[config.mk]
export PLATFORM = sky130hd
export DESIGN_NAME = mul_div_ctrl
export DESIGN_NICKNAME = d
export VERILOG_FILES = /design/src/rtl/mul_div_ctrl.sv
export SDC_FILE = /design/constraint.sdc
export NUM_CORES = 1
export LEC_CHECK = 0
export CAP_MARGIN = 0
export CORE_ASPECT_RATIO = 0.75
export CORE_MARGIN = 3
export CORE_UTILIZATION = 55
export CTS_BUF_LIST = sky130_fd_sc_hd__clkbuf_2
export DETAILED_ROUTE_END_ITERATION = 6
export DONT_BUFFER_PORTS = 1
export PLACE_DENSITY = 0.77
export SLEW_MARGIN = 20
export SYNTH_ARGS = -nofsm -noshare
export SYNTH_HDL_FRONTEND = slang
export SYNTH_SLANG_ARGS = --single-unit
export TNS_END_PERCENT = 100
[constraint.sdc]
create_clock -name Clock -period 1.5 [get_ports Clock]
set_input_delay 0.225 -clock Clock [delete_from_list [all_inputs] [get_ports Clock]]
set_output_delay 0.225 -clock Clock [all_outputs]
set_load 0.03 [all_outputs]
[src/rtl/mul_div_ctrl.sv]
// -----------------------------------------------------------------------------
// mul_div_ctrl
//
// Control sequencer for a single MUL or DIV operation on a register-file/ALU
// datapath. One accepted request walks the datapath through:
//   LOAD_Y -> (WAIT x ALU_WAIT) -> EXEC -> WR_LO -> WR_HI -> DONE -> IDLE
// An illegal opcode goes through ERR instead, with no datapath activity.
//
// Every output is decoded from the state register and the operands captured
// at acceptance. No input reaches an output combinationally.
//
// Parameters
//   ALU_WAIT  idle settle cycles (0..15) between LOAD_Y and EXEC
//
// Ports
//   Clock     system clock, rising edge active
//   clear     asynchronous active-low reset
//   start     request one operation (sampled only in IDLE)
//   opcode    5'b01010 = MUL, 5'b01011 = DIV, anything else is illegal
//   ra, rb    operand register indices (ra -> Y, rb -> bus in WAIT/EXEC)
//   busy      high whenever the sequencer is not idle
//   done      one-cycle completion pulse
//   illegal   one-cycle pulse for an accepted illegal opcode
//   Rout      one-hot register bus-drive enables
//   Yin       Y load strobe
//   Zhighin, Zlowin    Z capture strobes
//   Zhighout, Zlowout  Z bus-drive enables
//   HIin, LOin         HI / LO load strobes
//   alu_op    opcode presented to the ALU (0 when not operating)
// -----------------------------------------------------------------------------
module mul_div_ctrl #(
  parameter int unsigned ALU_WAIT = 0
) (
  input  logic        Clock,
  input  logic        clear,
  input  logic        start,
  input  logic [4:0]  opcode,
  input  logic [3:0]  ra,
  input  logic [3:0]  rb,
  output logic        busy,
  output logic        done,
  output logic        illegal,
  output logic [15:0] Rout,
  output logic        Yin,
  output logic        Zhighin,
  output logic        Zlowin,
  output logic        Zhighout,
  output logic        Zlowout,
  output logic        HIin,
  output logic        LOin,
  output logic [4:0]  alu_op
);

  localparam logic [4:0] OP_MUL = 5'b01010;
  localparam logic [4:0] OP_DIV = 5'b01011;

  // The counter is preloaded in LOAD_Y with ALU_WAIT-1 so that WAIT lasts
  // exactly ALU_WAIT cycles; with ALU_WAIT=0 WAIT is skipped entirely.
  localparam logic [3:0] WAIT_LOAD = (ALU_WAIT == 0) ? 4'd0 : 4'(ALU_WAIT - 1);

  typedef enum logic [2:0] {
    S_IDLE,
    S_LOAD_Y,
    S_WAIT,
    S_EXEC,
    S_WR_LO,
    S_WR_HI,
    S_DONE,
    S_ERR
  } state_t;

  state_t     state_q, state_d;
  logic [4:0] op_q;
  logic [3:0] ra_q, rb_q;
  logic [3:0] cnt_q;
  logic       op_legal;

  assign op_legal = (opcode == OP_MUL) || (opcode == OP_DIV);

  // NOTE: state-holding logic uses non-blocking (<=) so every flop samples
  // the values that were present before the edge.
  always_ff @(posedge Clock or negedge clear) begin
    if (!clear) begin
      state_q <= S_IDLE;
    end else begin
      state_q <= state_d;
    end
  end

  // NOTE: the captured operands are ordinary control flops, so they are reset
  // along with the FSM; a cleared controller never exposes stale indices.
  always_ff @(posedge Clock or negedge clear) begin
    if (!clear) begin
      op_q <= 5'd0;
      ra_q <= 4'd0;
      rb_q <= 4'd0;
    end else if (state_q == S_IDLE && start) begin
      op_q <= opcode;
      ra_q <= ra;
      rb_q <= rb;
    end
  end

  always_ff @(posedge Clock or negedge clear) begin
    if (!clear) begin
      cnt_q <= 4'd0;
    end else if (state_q == S_LOAD_Y) begin
      cnt_q <= WAIT_LOAD;
    end else if (state_q == S_WAIT && cnt_q != 4'd0) begin
      cnt_q <= cnt_q - 4'd1;
    end
  end

  // NOTE: every signal driven here gets a default before the case statement,
  // so no path through the block leaves a value unassigned (no latches).
  always_comb begin
    state_d  = state_q;
    done     = 1'b0;
    illegal  = 1'b0;
    Rout     = 16'h0000;
    Yin      = 1'b0;
    Zhighin  = 1'b0;
    Zlowin   = 1'b0;
    Zhighout = 1'b0;
    Zlowout  = 1'b0;
    HIin     = 1'b0;
    LOin     = 1'b0;
    alu_op   = 5'd0;

    case (state_q)
      S_IDLE: begin
        if (start) begin
          state_d = op_legal ? S_LOAD_Y : S_ERR;
        end
      end
      S_LOAD_Y: begin
        Rout    = 16'h0001 << ra_q;
        Yin     = 1'b1;
        alu_op  = op_q;
        state_d = (ALU_WAIT > 0) ? S_WAIT : S_EXEC;
      end
      S_WAIT: begin
        Rout   = 16'h0001 << rb_q;
        alu_op = op_q;
        if (cnt_q == 4'd0) begin
          state_d = S_EXEC;
        end
      end
      S_EXEC: begin
        Rout    = 16'h0001 << rb_q;
        Zhighin = 1'b1;
        Zlowin  = 1'b1;
        alu_op  = op_q;
        state_d = S_WR_LO;
      end
      S_WR_LO: begin
        Zlowout = 1'b1;
        LOin    = 1'b1;
        alu_op  = op_q;
        state_d = S_WR_HI;
      end
      S_WR_HI: begin
        Zhighout = 1'b1;
        HIin     = 1'b1;
        alu_op   = op_q;
        state_d  = S_DONE;
      end
      S_DONE: begin
        done    = 1'b1;
        state_d = S_IDLE;
      end
      S_ERR: begin
        illegal = 1'b1;
        state_d = S_IDLE;
      end
      default: begin
        state_d = S_IDLE;
      end
    endcase

    busy = (state_q != S_IDLE);
  end

endmodule

==> metrics.md, run 1 <==
| Metric | Value |
|---|---|
| Status | `stopped before the end` |
| Fail Step | `detailed placement` |
| First error | `[ERROR DPL-0038] Utilization greater than 100%, impossible to legalize` |
| Synthesis warning total | `0` |
| Syn nets | `144` |
| #FFs+latches synth | `20` |
| Die height | `48.13 µm` |
| Asr flop ratio synth | `1.000` |
| Avg Inst Size Synth | `10.25 µm²` |
| Boundary Pins | `47` |
| Number of port buffers | `0` |
| EDFF count, synth | `0` |
| Post-synth top flop | `dfrtp_1` |
| Register area share after synthesis | `0.3846` |
| GPL Wtd Cong | `0.7873` |
| Post-synthesis cell count | `127` |
| Count of cell types in the netlist | `38` |
| Mapped Area | `0.001301 mm²` |
| Initial Util | `0.6139` |
| Die X | `62.17 µm` |
| FP Rows | `14` |
==> cells in the mapped netlist, types with 2 or more instances <==
cell | count | area [µm²]
a211oi_1 | 2 | 15.01
a21oi_1 | 3 | 15.01
a31o_2 | 2 | 17.52
a31oi_1 | 4 | 25.02
and3_1 | 5 | 31.28
buf_2 | 3 | 15.01
buf_4 | 3 | 22.52
buf_6 | 2 | 22.52
dfrtp_1 | 20 | 500.5
inv_1 | 8 | 30.03
mux2_2 | 5 | 56.30
mux2_4 | 8 | 120.1
mux2i_1 | 3 | 30.03
nand2_1 | 2 | 7.510
nand3_1 | 2 | 10.01
nor2_1 | 7 | 26.28
nor3_1 | 18 | 90.09
nor3b_1 | 4 | 30.03
nor3b_2 | 2 | 25.02
nor4bb_1 | 2 | 20.02
o21ai_0 | 2 | 10.01
o22ai_1 | 2 | 12.51
o31ai_1 | 2 | 15.01
or4_1 | 2 | 15.01
==> kinds of logic after synthesis <==
group / share of synthesized area
flip-flops: 0.3846
multiplexers: 0.1587
adder cells (fa/ha/maj): 0.009614
AO/OA/AOI/OAI: 0.1096
AND/OR/NAND/NOR: 0.2529
buffers and inverters: 0.08461
==> through the flow <==
| stage | std cells | hold slack (ps) | setup slack [ps] |
|---|---|---|---|
| after floorplan | 127 | -70.59 | -146.7 |
| after global placement | 201 | -70.10 | -192.5 |
==> run 2: changes to the inputs <==
--- a/config.mk
+++ b/config.mk
@@ -6,13 +6,11 @@
 export NUM_CORES = 1
 export LEC_CHECK = 0
 export CAP_MARGIN = 0
-export CORE_ASPECT_RATIO = 0.75
-export CORE_MARGIN = 3
-export CORE_UTILIZATION = 55
-export CTS_BUF_LIST = sky130_fd_sc_hd__clkbuf_2
+export CORE_AREA = 3 3 64 66
 export DETAILED_ROUTE_END_ITERATION = 6
+export DIE_AREA = 0 0 67 69
 export DONT_BUFFER_PORTS = 1
-export PLACE_DENSITY = 0.77
+export PLACE_DENSITY_LB_ADDON = 0.15
 export SLEW_MARGIN = 20
 export SYNTH_ARGS = -nofsm -noshare
 export SYNTH_HDL_FRONTEND = slang
==> constraint.sdc (replaced) <==
create_clock -name Clock -period 2 [get_ports Clock]
set_input_delay 0.3 -clock Clock [delete_from_list [all_inputs] [get_ports Clock]]
set_output_delay 0.3 -clock Clock [all_outputs]
set_load 0.03 [all_outputs]
==> metrics.md, run 2 <==
| Metric | Value |
|---|---|
| Status | `finished with violations (was stopped before the end)` |
| Failing checks | `setup timing` |
| Slowest CP cell | `dfrtp_2` |
| Setup CP Type | `reg2out` |
| Die height | `69 µm (was 48.13 µm)` |
| Int Power | `1631 µW` |
| Initial Util | `0.3581 (was 0.6139)` |
| Top delay family on crit path | `flip-flops` |
| Setup Viol. Count Final | `2` |
| Fraction of layout instances using a drive strength above 1 | `0.4902` |
| Total number of vias | `1084` |
| Clock slew at reported path FFs | `80 ps` |
| H-tree depth | `1` |
| CP Max Fanout | `8` |
| GRT Resource Usage Total | `0.1422` |
| #FFs+latches synth | `20 (unchanged)` |
| Max reg flops | `5` |
| N_diodes | `0` |
| Combinational Power Share | `0.622` |
| Yosys top cell area share | `0.3846 (unchanged)` |
| Largest net degree at the start of global routing | `21` |
| Hold path cells | `1` |
| Asr flop ratio synth | `1.000 (unchanged)` |
| Post-synthesis cell count | `127 (unchanged)` |
| Worst setup margin | `-16.63 ps` |
| Max Cap Viol | `0` |
| Register area share after synthesis | `0.3846 (unchanged)` |
| Area leader, netlist | `dfrtp_1 (unchanged)` |
| Critical Path End | `Rout[4]` |
| Count of cell types in the netlist | `38 (unchanged)` |
| Post-Route WL | `3.266 mm` |
| Top post-synthesis cells by count | `dfrtp_1, nor3_1, inv_1, mux2_4, nor2_1 (unchanged)` |
| Startpoint types | `flop` |
| CP max stage delay | `460 ps` |
| Fmax | `0.4959 GHz` |
| Top post-synthesis cells by area | `dfrtp_1, mux2_4, nor3_1 (unchanged)` |
| Cells after DPL | `192` |
| Power share of the sequential group | `0.251` |
| Via-per-instance ratio | `5.393` |
| Post-synth top flop | `dfrtp_1 (unchanged)` |
| Most common cell after layout, fill and taps aside | `buf_4` |
| Layout net count | `171` |
| Switching Fraction | `0.4852` |
| Critical path, cell by cell | `nand2b_4, mux2_2, nor3_2, buf_4` |
| GPL Wtd Cong | `0.8371 (was 0.7873)` |
| FF-to-FF End | `state_q[0]` |
| RSZ-0062 raised after global routing | `yes` |
| Gr ovfl total | `0` |
| Critical path depth | `4` |
| Peak supply drop | `0.0006465 V` |
| Clock power frac | `0.127` |
| Final Hold Violating Endpoints | `0` |
| Most common cell in the synthesized netlist | `dfrtp_1 (unchanged)` |
| Biggest register | `op_q` |
| Final cell count without fillers | `201` |
| Die X | `67 µm (was 62.17 µm)` |
| Detail Route Antenna Nets | `0` |
| Vias in the first global route | `1068` |
| DRC viols | `0` |
| Max_slew headroom | `0.4166` |
| Maximum clock insertion buffer count | `2` |
| Hpwl dp | `2.342 mm` |
| Core Footprint | `0.003633 mm²` |
| Boundary Pins | `47 (unchanged)` |
| Fin Clk Skew | `9.830 ps` |
| Actual slew at the worst max-slew pin | `872.2 ps` |
| EDFF count, synth | `0 (unchanged)` |
| Placed instance area | `0.001486 mm²` |
| Final cell area excluding filler cells | `0.001704 mm²` |
| R2R depth | `5` |
| Drt pass-1 iters | `4` |
| Clock root buffer | `clkbuf_8` |
| Final Critical Period | `2017 ps` |
| WHS | `179.9 ps` |
| Syn nets | `144 (unchanged)` |
| Drt wl/cell | `16.25 µm` |
| Crit path from | `state_q[2]` |
| Hold Path Class | `in2reg` |
| Worst endpoint data arrival time | `1720 ps` |
| Worst R2R Start | `cnt_q[0]` |
| Avg Inst Size Synth | `10.25 µm² (unchanged)` |
| Pwr Density | `1859 mW/mm²` |
| CTS tree | `yes` |
| Sw Pwr | `1538 µW` |
| Setup TNS | `-19.81 ps` |
| FP Rows | `22 (was 14)` |
| CP required | `1700 ps` |
| Fill cell count | `370` |
| Setup slack, reg-to-reg | `370 ps` |
| First DRT Iteration DRCs | `44` |
| Area delta synth->final | `30.96%` |
| Die area | `0.004623 mm²` |
| Period utilization | `1.008` |
| Worst skew pair latency | `260 ps` |
| Fin. max-slew vios | `0` |
| Initial antenna violation count | `0` |
| Post-layout util | `0.4690` |
| First-pass GRT wire length | `5.195 mm` |
| Synthesis warning total | `0 (unchanged)` |
| Number of port buffers | `0 (unchanged)` |
| Mapped Area | `0.001301 mm² (unchanged)` |
| CP Capture Type | `primary output` |
| Clock Sinks | `20` |
| CTS Buf Count | `3` |
| Most frequent cells in the layout | `buf_4, dfrtp_1, nor3_1` |
| Leakage | `0.0007075 µW` |
| CP Buf/Inv Count | `1` |
[run 2: final cells by class]
type / instances / area (µm²) / area share
clock buffer: 3 / 41.29 / 0.02423
clock inverter: 1 / 30.03 / 0.01762
inverter: 8 / 30.03 / 0.01762
multi-input combinational: 90 / 804.5 / 0.4721
sequential: 20 / 503.0 / 0.2952
tap: 48 / 60.06 / 0.03524
timing repair buffer: 31 / 235.2 / 0.1380
[run 2: worst min path at each step]
stage | start | to
global route | ra[3] | ra_q[3]
finish | opcode[2] | op_q[2]
floorplan | clear | cnt_q[0]
detailed placement | clear | cnt_q[2]
global placement | clear | cnt_q[2]
CTS | opcode[2] | op_q[2]
[run 2: cells by family after synthesis]
| logic type | after synthesis | share of synthesized area |
|---|---|---|
| and+or+nand+nor | 52 | 0.2529 |
| AOI/OAI and AO/OA | 21 | 0.1096 |
| DFF | 20 | 0.3846 |
| buffers and inverters | 17 | 0.08461 |
| muxes | 16 | 0.1587 |
| adders and majority gates | 1 | 0.009614 |
[run 2: timing repair]
item | in CTS | in global routing
endpoints found under the hold margin | 20 | 0
buffers inserted | 4 | 0
gates resized for setup | 4 | 17
endpoints found under the setup margin | 12 | 16
hold buffers | 1 | 0
[run 2: layer usage]
metal	part of all wire	global-route usage
met1	0.40	0.1597
met2	0.54	0.2544
met3	0.050	0.05212
met4	0.0086	0.02252
met5	0	0
[run 2: worst register-to-register path, cell delays in order (launching register included)]
cell and delay [ps]:
dfrtp_1 420, inv_1 70, ha_1 180, nor3b_2 300
nor3_1 140, a2111oi_1 400
[run 2: stage by stage]
step	total power, µW	setup slack (ps)
finish	3169	-16.63
global placement	2419	230.5
global route	3367	-101.8
detailed placement	2452	120.7
floorplan	2134	-12.59
CTS	2954	0.1598
[run 2: power groups by stage]
| stage | clock [µW] | sequential [µW] | combinational (µW) |
|---|---|---|---|
| floorplan | 0 | 686 | 1450 |
| global placement | 0 | 755 | 1660 |
| detailed placement | 0 | 769 | 1680 |
| CTS | 413 | 768 | 1770 |
| global route | 429 | 829 | 2110 |
| finish | 403 | 795 | 1970 |
Note: power is estimated with default switching activity, not from simulation.
==> run 3: changes to the inputs <==
--- a/config.mk
+++ b/config.mk
@@ -7,6 +7,7 @@
 export LEC_CHECK = 0
 export CAP_MARGIN = 0
 export CORE_AREA = 3 3 64 66
+export CTS_BUF_LIST = sky130_fd_sc_hd__clkbuf_4
 export DETAILED_ROUTE_END_ITERATION = 6
 export DIE_AREA = 0 0 67 69
 export DONT_BUFFER_PORTS = 1
==> constraint.sdc (replaced) <==
create_clock -name Clock -period 2 [get_ports Clock]
set_input_delay 0.6 -clock Clock [delete_from_list [all_inputs] [get_ports Clock]]
set_output_delay 0.6 -clock Clock [all_outputs]
set_load 0.03 [all_outputs]
==> metrics.md, run 3 (synthesized netlist as in run 2, its figures left out) <==
| Metric | Value |
|---|---|
| Max reg flops | `5 (unchanged)` |
| Die height | `69 µm (unchanged)` |
| Clock root buffer | `clkbuf_4 (was clkbuf_8)` |
| Biggest register | `op_q (unchanged)` |
| Fraction of layout instances using a drive strength above 1 | `0.6575 (was 0.4902)` |
| Final Hold Violating Endpoints | `0 (unchanged)` |
| Fin Clk Skew | `1.922 ps (was 9.830 ps)` |
| Hold Path Class | `in2reg (unchanged)` |
| Period utilization | `1.160 (was 1.008)` |
| Power share of the sequential group | `0.184 (was 0.251)` |
| Fmax | `0.4309 GHz (was 0.4959 GHz)` |
| Clock Sinks | `20 (unchanged)` |
| Initial Util | `0.3581 (unchanged)` |
| Pwr Density | `1928 mW/mm² (was 1859 mW/mm²)` |
| GRT Resource Usage Total | `0.1689 (was 0.1422)` |
| Setup TNS | `-5143 ps (was -19.81 ps)` |
| Actual slew at the worst max-slew pin | `920.4 ps (was 872.2 ps)` |
| Peak supply drop | `0.001090 V (was 0.0006465 V)` |
| Worst R2R Start | `state_q[0] (was cnt_q[0])` |
| H-tree depth | `1 (unchanged)` |
| Drt wl/cell | `16.64 µm (was 16.25 µm)` |
| RSZ-0062 raised after global routing | `yes (unchanged)` |
| Total number of vias | `1217 (was 1084)` |
| GPL Wtd Cong | `0.7406 (was 0.8371)` |
| Most frequent cells in the layout | `buf_4, buf_6, dfrtp_1 (was buf_4, dfrtp_1, nor3_1)` |
| Setup Viol. Count Final | `31 (was 2)` |
| Leakage | `0.0009456 µW (was 0.0007075 µW)` |
| CTS tree | `yes (unchanged)` |
| Max Cap Viol | `0 (unchanged)` |
| Clock slew at reported path FFs | `110 ps (was 80 ps)` |
| Area delta synth->final | `72.40% (was 30.96%)` |
| Hold_sp | `rb[3] (was opcode[2])` |
| Initial antenna violation count | `0 (unchanged)` |
| Gr ovfl total | `0 (unchanged)` |
| CP Capture Type | `primary output (unchanged)` |
| Die X | `67 µm (unchanged)` |
| DRC viols | `0 (unchanged)` |
| Hold EP | `rb_q[3] (was op_q[2])` |
| Via-per-instance ratio | `5.314 (was 5.393)` |
| Drt pass-1 iters | `4 (unchanged)` |
| Int Power | `2366 µW (was 1631 µW)` |
| CTS Buf Count | `3 (unchanged)` |
| Status | `finished with violations (unchanged)` |
| Total power | `4324 µW (was 3169 µW)` |
| Fin. max-slew vios | `0 (unchanged)` |
| First DRT Iteration DRCs | `36 (was 44)` |
| Switching Fraction | `0.4528 (was 0.4852)` |
| Cells after DPL | `203 (was 192)` |
| Hold path cells | `1 (unchanged)` |
| Worst skew pair latency | `300 ps (was 260 ps)` |
| R2R depth | `6 (was 5)` |
| Most common cell after layout, fill and taps aside | `buf_4 (unchanged)` |
| Final Critical Period | `2321 ps (was 2017 ps)` |
| N_diodes | `0 (unchanged)` |
| First-pass GRT wire length | `6.203 mm (was 5.195 mm)` |
| Sw Pwr | `1958 µW (was 1538 µW)` |
| Startpoint types | `flop (unchanged)` |
| Die area | `0.004623 mm² (unchanged)` |
| Detail Route Antenna Nets | `0 (unchanged)` |
| Vias in the first global route | `1232 (was 1068)` |
| Hpwl dp | `2.509 mm (was 2.342 mm)` |
| Largest net degree at the start of global routing | `21 (unchanged)` |
| Final cell count without fillers | `229 (was 201)` |
| FP Rows | `22 (unchanged)` |
| Clock power frac | `0.076 (was 0.127)` |
| CP Max Fanout | `7 (was 8)` |
| Number of port buffers | `0 (unchanged)` |
| Worst endpoint data arrival time | `1720 ps (about the same)` |
| Core Footprint | `0.003633 mm² (unchanged)` |
| Boundary Pins | `47 (unchanged)` |
| Failing checks | `setup timing (unchanged)` |
| FF-to-FF End | `ra_q[2] (was state_q[0])` |
| CP required | `1400 ps (was 1700 ps)` |
| Layout net count | `199 (was 171)` |
| Combinational Power Share | `0.740 (was 0.622)` |
| Post-layout util | `0.6174 (was 0.4690)` |
| Worst setup margin | `-320.8 ps (was -16.63 ps)` |
| Post-Route WL | `3.811 mm (was 3.266 mm)` |
| Fill cell count | `302 (was 370)` |
| Setup slack, reg-to-reg | `250 ps (was 370 ps)` |
| Maximum clock insertion buffer count | `2 (unchanged)` |
| Setup CP Type | `reg2out (unchanged)` |
| Max_slew headroom | `0.3844 (was 0.4166)` |
run 3: cell types whose count changed in the layout (fill, tap and decap cells not counted), moves of 3 or more:
cell      previous run  this run
nor3b_2              5         2
buf_12               0         6
and3_1               5         0
nor3_4               0         6
nor3b_4              0         3
nor3_1              10         5
clkbuf_8             3         0
and3_4               0         5
buf_6                0        20
clkbuf_4             0         3
run 3: routing by layer:
| layer | GRT usage | share of wire | up-vias |
|---|---|---|---|
| met5 | 0 | 0 | - |
| met4 | 0.02928 | 0.0039 | 0 |
| met3 | 0.05375 | 0.052 | 2 |
| met2 | 0.2849 | 0.55 | 25 |
| met1 | 0.2096 | 0.40 | 611 |
| li1 | - | - | 579 |
run 3: power by group through the flow:
| stage | combinational (µW) | sequential, µW | clock [µW] |
|---|---|---|---|
| floorplan | 1620 | 686 | 0 |
| global placement | 2150 | 733 | 0 |
| detailed placement | 2180 | 743 | 0 |
| CTS | 2820 | 767 | 337 |
| global route | 3390 | 816 | 359 |
| finish | 3200 | 794 | 329 |
run 3: timing repair:
action                                 4_1_cts  5_1_grt
setup buffers                               11       10
gates cloned                                 0        1
setup endpoints to repair                   31       31
pin swaps                                   19       15
endpoints found under the hold margin       20        0
gates resized for setup                     47       21
hold buffers                                 1        0
run 3: cell type report:
cell class	instances	area [µm²]	share of cell area
multi-input cells	90	994.7	0.4434
repair buffers	59	600.6	0.2677
flip-flops and latches	20	501.7	0.2236
well taps	48	60.06	0.02677
inverters	8	33.78	0.01506
clock inverters	1	30.03	0.01339
clock buffers	3	22.52	0.01004
run 3: worst max-delay path by stage:
stage	start	to	slack, ps	cells past startpoint
after floorplan	state_q[1]	Rout[1]	-240	4
after global placement	state_q[1]	Rout[3]	-100	4
after detailed placement	state_q[1]	Rout[3]	-170	4
after CTS	state_q[2]	Rout[14]	-290	6
after global routing	state_q[2]	Rout[1]	-420	6
final	state_q[2]	Rout[1]	-320	6
run 3: critical path, cell delays in order (launching register included):
cell	delay (ps)
dfrtp_1	410
nand2b_4	210
buf_6	150
mux2i_1	110
buf_4	160
nor3_1	180
buf_4	210
run 3: metrics by stage:
stage | hold WS (ps) | area (µm²) | setup WS [ps]
4_1_cts | 423.0 | 2073 | -285.6
3_3_place_gp | 305.1 | 1719 | -102.3
2_1_floorplan | 304.4 | 1399 | -235.5
6_report | 435.0 | 2243 | -320.8
5_1_grt | 409.2 | 2243 | -418.9
3_5_place_dp | 305.1 | 1719 | -170.1
